===== config.mk =====
export PLATFORM = sky130hd
export DESIGN_NAME = burst_scheduler
export DESIGN_NICKNAME = d
export VERILOG_FILES = /design/src/rtl/burst_scheduler.sv
export SDC_FILE = /design/constraint.sdc
export NUM_CORES = 1
export LEC_CHECK = 0
export ABC_AREA = 1
export CORE_MARGIN = 4
export CORE_UTILIZATION = 38
export DETAILED_ROUTE_END_ITERATION = 12
export GPL_TIMING_DRIVEN = 0
export PLACE_DENSITY_LB_ADDON = 0.25
export SYNTH_ARGS = -nofsm -noshare
export SYNTH_HDL_FRONTEND = slang
export SYNTH_SLANG_ARGS = --single-unit

===== constraint.sdc =====
create_clock -name clk -period 1.7 [get_ports clk]
set_clock_uncertainty 0.15 [all_clocks]
set_input_delay 0.17 -clock clk [delete_from_list [all_inputs] [get_ports clk]]
set_output_delay 0.17 -clock clk [all_outputs]
set_load 0.02 [all_outputs]

===== src/rtl/burst_scheduler.sv =====
// burst_scheduler
// Two-requester burst arbiter. A requester with a nonzero mode wins a grant,
// streams up to BURST_LEN beats toward a downstream FIFO through a one-cycle
// registered mux, and releases the grant on completion or when its mode drops.
// Ownership alternates between the requesters whenever both are asking.

module burst_scheduler #(
    parameter int DW        = 32,
    parameter int BURST_LEN = 16
) (
    input  logic          clk,
    input  logic          rst,

    input  logic [1:0]    slv0_mode,
    input  logic          slv0_data_valid,
    input  logic [DW-1:0] slv0_data,
    input  logic [7:0]    slv0_proc_val,
    output logic          slv0_ready,

    input  logic [1:0]    slv1_mode,
    input  logic          slv1_data_valid,
    input  logic [DW-1:0] slv1_data,
    input  logic [7:0]    slv1_proc_val,
    output logic          slv1_ready,

    input  logic          fifo_full,
    input  logic          mstr_cmplt,

    output logic [1:0]    slvx_mode,
    output logic [DW-1:0] slvx_data,
    output logic [7:0]    slvx_proc_val,
    output logic          slvx_data_valid,

    output logic [1:0]    grant,
    output logic          burst_done,
    output logic          burst_abort
);

    typedef enum logic [1:0] {
        ST_IDLE  = 2'd0,
        ST_XFER  = 2'd1,
        ST_PAUSE = 2'd2
    } state_t;

    // Index of the final beat; BURST_LEN is limited to 2..256 so it fits 8 bits.
    localparam logic [7:0] LAST_BEAT = 8'(BURST_LEN - 1);

    // Control state
    state_t        r_state;
    logic          r_ptr;      // 0: slv0 wins a tie, 1: slv1 wins a tie
    logic [7:0]    r_cnt;      // beats accepted in the current burst
    logic [1:0]    r_mode;     // mode captured at grant time
    logic [1:0]    r_grant;
    logic          r_done;
    logic          r_abort;

    // Forwarded beat
    logic [DW-1:0] r_xdata;
    logic [7:0]    r_xpv;
    logic          r_xvalid;

    // Combinational decode
    logic          w_req0;
    logic          w_req1;
    logic          w_pick;     // requester chosen in IDLE: 0 = slv0, 1 = slv1
    logic          w_owner;    // current owner: 0 = slv0, 1 = slv1
    logic          w_xfer;
    logic          w_stall;
    logic          w_accept;
    logic          w_mode_drop;
    logic [1:0]    w_own_mode;

    assign w_req0      = |slv0_mode;
    assign w_req1      = |slv1_mode;
    assign w_pick      = (w_req0 && w_req1) ? r_ptr : w_req1;
    assign w_owner     = r_grant[1];
    assign w_xfer      = (r_state == ST_XFER);
    assign w_stall     = fifo_full | mstr_cmplt;

    assign slv0_ready  = r_grant[0] & w_xfer & ~w_stall;
    assign slv1_ready  = r_grant[1] & w_xfer & ~w_stall;

    assign w_accept    = (slv0_ready & slv0_data_valid) | (slv1_ready & slv1_data_valid);
    assign w_own_mode  = w_owner ? slv1_mode : slv0_mode;
    assign w_mode_drop = (w_own_mode == 2'b00);

    // Arbitration FSM: grant, beat counting, pause on back-pressure, end-of-burst pulses
    always_ff @(posedge clk or posedge rst) begin
        // NOTE: every register here uses <= so all of them see the same pre-edge
        // values; blocking assignments would make the result depend on statement order.
        if (rst) begin
            r_state <= ST_IDLE;
            r_ptr   <= 1'b0;
            r_cnt   <= '0;
            r_mode  <= '0;
            r_grant <= '0;
            r_done  <= 1'b0;
            r_abort <= 1'b0;
        end else begin
            r_done  <= 1'b0;
            r_abort <= 1'b0;
            case (r_state)
                ST_IDLE: begin
                    if (!mstr_cmplt && (w_req0 || w_req1)) begin
                        r_state <= ST_XFER;
                        r_grant <= w_pick ? 2'b10 : 2'b01;
                        r_mode  <= w_pick ? slv1_mode : slv0_mode;
                        r_cnt   <= '0;
                    end
                end
                ST_XFER: begin
                    if (w_mode_drop) begin
                        // A beat accepted this cycle is still forwarded by the datapath.
                        r_state <= ST_IDLE;
                        r_grant <= '0;
                        r_ptr   <= ~w_owner;
                        r_abort <= 1'b1;
                    end else if (w_accept && (r_cnt == LAST_BEAT)) begin
                        r_state <= ST_IDLE;
                        r_grant <= '0;
                        r_ptr   <= ~w_owner;
                        r_done  <= 1'b1;
                    end else begin
                        if (w_accept) begin
                            r_cnt <= r_cnt + 8'd1;
                        end
                        // Ready is already gated by the stall, so no beat is lost here.
                        if (w_stall) begin
                            r_state <= ST_PAUSE;
                        end
                    end
                end
                ST_PAUSE: begin
                    if (w_mode_drop) begin
                        r_state <= ST_IDLE;
                        r_grant <= '0;
                        r_ptr   <= ~w_owner;
                        r_abort <= 1'b1;
                    end else if (!w_stall) begin
                        r_state <= ST_XFER;
                    end
                end
                default: begin
                    r_state <= ST_IDLE;
                    r_grant <= '0;
                end
            endcase
        end
    end

    // Beat forwarding register: valid for exactly one cycle per accepted beat, data held otherwise
    always_ff @(posedge clk or posedge rst) begin
        if (rst) begin
            r_xvalid <= 1'b0;
            r_xdata  <= '0;
            r_xpv    <= '0;
        end else begin
            r_xvalid <= w_accept;
            if (w_accept) begin
                r_xdata <= w_owner ? slv1_data     : slv0_data;
                r_xpv   <= w_owner ? slv1_proc_val : slv0_proc_val;
            end
        end
    end

    assign slvx_mode       = r_mode;
    assign slvx_data       = r_xdata;
    assign slvx_proc_val   = r_xpv;
    assign slvx_data_valid = r_xvalid;
    assign grant           = r_grant;
    assign burst_done      = r_done;
    assign burst_abort     = r_abort;

endmodule


==> results.toml <==
[timing]
hold_viol_final = 0
worst_pin_slew_ns = 0.509
rsz0062_at_grt = "yes"
whs_ns = 0.0456
final.period_utilization_pct = 104
max_freq_ghz = 0.568
slew_headroom_pct = 66.1
setup_viol = 26
period_minus_slack_ns = 1.76
final-max-slew-violation-count = 0
setup_slack_ns = -0.0596

[logic_synthesis]
yosys-top-cells-count = "122 x nand2_1, 58 x dfrtp_1, 51 x nor2_1, 30 x a31oi_1, 20 x nand3_1"
ys_types = 28
yosys.area.top_type = "dfrtp_1"
synth-seq-cells = 58
synth_area_um2 = 3100
syn_nets = 470
yosysWarnings = 0
synthCells = 375
synth_top_family_by_area = "simple AND/OR/NAND/NOR gates"
synthMuxAreaShare_pct = 0
synth-main-ff-cell = "dfrtp_1"
synth.top_cell.area_share_pct = 46.8
ys_top_cells_by_area = "dfrtp_1 47%, nand2_1 15%, nor2_1 6.2%"
synth-simple-area-share_pct = 31.9
async_flop_share_pct = 100
synth-xor-area-share_pct = 0.283
yosysMostFrequentCell = "nand2_1"
ys_seq_area_share_pct = 46.8
synth_compound_area_share_pct = 12.3
synthAdderAreaFrac_pct = 2.02
avgSynthCellArea_um2 = 8.26
synth_enable_flop_cells = 0

[drt]
drtIter0Drc = 124
ant_nets = 0
firstDrtPassIters = 4
drc_errors = 0
avgViaCountPerCell = 5.02
routed_wl_um = 10300
vias = 3250
wl_per_cell_um = 16.0

[cells_and_area]
drive_above_1_share_pct = 24.9
final_cells = 648
multiInputGateArea_um2 = 1720
area_growth_pct = 73.1
final_design_area_no_fill_um2 = 5360
ff_latch_area_um2 = 1450
diodes = 0
nets = 637
fillers = 642

[die]
die_h_um = 98.3
core_area_um2 = 7810
rows = 32
start_util_pct = 39.7
ios = 139
die_area_um2 = 9660
die_w_um = 98.3

[setup_path]
cp-end-kind = "flip-flop"
crit_path_start = "r_state[1]"
crit_required_ns = 1.77
cp.arrival_ns = 1.83
crit_fanout = 7
crit_type = "reg -> reg"
r2r-start = "r_state[1]"
start_kind = "flip-flop"

[place]
gp_congestion = 0.817
place_hpwl_um = 6860
dp_cells = 615
pre_cts_ws_ns = -0.232
portBuffers = 138
place_area_um2 = 4610

[global_routing]
grt_pass1_vias = 3217
grt_max_degree = 59
antenna_found_initial = 0
gr-total-overflow = 0
grt_use_total_pct = 20.0
grt_pass1_wl_um = 15600

[run]
maxCapViolCount = 0

[min_path]
worstHoldPathType = "in -> async"

[clock_network]
clk_latency_ns = 0.34
numCtsBuffers = 9
clkSinkCount = 58
cts_buffer_depth = 2
clk_pin_slew_ns = 0.07
cts.hold.buffers_added = 0
root_buffer = "clkbuf_8"
h-tree-depth = 3
cts_tree = "done"

[run_status]
violations = "setup timing"
status = "complete, but fails checks"

[power]
power_leakage_uw = 0.00240
power-per-cell-area_nw_per_um2 = 1540
vdd_drop_max_mv = 0.914
## logic make-up after synthesis
| group | after synthesis |
|---|---|
| AO/OA/AOI/OAI | 52 |
| buffers and inverters | 37 |
| adder cells (fa/ha/maj) | 5 |
| flip-flops | 58 |
| XOR/XNOR | 1 |
| AND/OR/NAND/NOR | 222 |
## layout by cell type, fill, tap and decap left out, types with 2 or more instances in the layout
| master | count |
|---|---|
| a21oi_1 | 6 |
| a31oi_1 | 28 |
| a31oi_2 | 11 |
| buf_12 | 3 |
| buf_4 | 16 |
| buf_6 | 4 |
| buf_8 | 3 |
| clkbuf_1 | 6 |
| clkbuf_16 | 3 |
| clkbuf_2 | 3 |
| clkbuf_8 | 12 |
| clkdlybuf4s50_1 | 128 |
| clkinvlp_4 | 2 |
| dfrtp_1 | 58 |
| dlymetal6s2s_1 | 7 |
| ha_1 | 4 |
| inv_1 | 10 |
| inv_2 | 5 |
| nand2_1 | 115 |
| nand2_2 | 9 |
| nand2_4 | 5 |
| nand2_8 | 3 |
| nand3_1 | 16 |
| nand3_2 | 6 |
| nand3_4 | 2 |
| nand4_1 | 3 |
| nor2_1 | 21 |
| nor2_2 | 29 |
| nor2_4 | 12 |
| o21a_1 | 2 |
| o21ai_0 | 2 |
## stage by stage
step | setup TNS (ns) | util, % | power, uW
floorplan | 0 | - | 4530
global placement | -12.06 | 59.1 | 6130
detailed placement | -12.11 | 59.1 | 6240
CTS | -1.27 | 63.9 | 7820
global route | -4.18 | 68.7 | 8730
finish | -0.615 | 68.7 | 8260
## state kept, by name (all words and copies together), names as in the netlist, 2 cells and up
register / flops
slvx_mode: 2
r_cnt: 8
grant: 2
slvx_data: 32
slvx_proc_val: 8
r_state: 2
## power by group
part,internal [uW],leakage (uW),switching (uW)
Clock,788,0.000106,561
Combinational,2140,0.00156,2430
Sequential,1940,0.000733,405
## final timing paths
| check | slack (ns) | endpoint | cells after the start |
|---|---|---|---|
| max in group asynchronous | 0.80 | slvx_mode[1] | 3 |
| min | 0.05 | burst_abort | 2 |
| min in group clk | 0.24 | slvx_proc_val[4] | 3 |
| max reg2reg | -0.06 | grant[1] | 12 |
| max | -0.06 | grant[1] | 12 |
| min reg2reg | 0.35 | r_ptr | 2 |
## critical path: stages (launching register included)
cell     delay, ns
dfrtp_1       0.40
inv_2         0.08
ha_4          0.17
nand2_4       0.06
inv_2         0.05
nand3_2       0.07
nand2_4       0.15
buf_12        0.17
nand2_8       0.07
nand2_8       0.08
nand3_2       0.07
nand2_1       0.06
nand2_1       0.06
## routing by layer
| metal | track usage, % | up-vias | share of wire, % |
|---|---|---|---|
| met5 | 0 | - | 0 |
| met4 | 8.30 | 0 | 2.4 |
| met3 | 4.93 | 21 | 5.8 |
| met2 | 35.6 | 111 | 52 |
| met1 | 22.9 | 1548 | 40 |
| li1 | - | 1570 | - |
## cell type report
| class | count | share of cell area [%] |
|---|---|---|
| inverter | 18 | 1.45 |
| clock inverter | 2 | 0.653 |
| timing repair buffer | 156 | 30.2 |
| tap | 102 | 2.38 |
| buffer | 18 | 3.06 |
| sequential | 58 | 27.1 |
| clock buffer | 13 | 3.15 |
| multi-input combinational | 281 | 32.0 |
## timing repair
item                       4_1_cts  5_1_grt
setup endpoints to repair       57       60
pin swaps                        4        9
cloned                           2        3
hold endpoints to repair         0        0
setup buffers                   11        2
gates resized for setup         28       81
(Power assumes the default switching activity.)
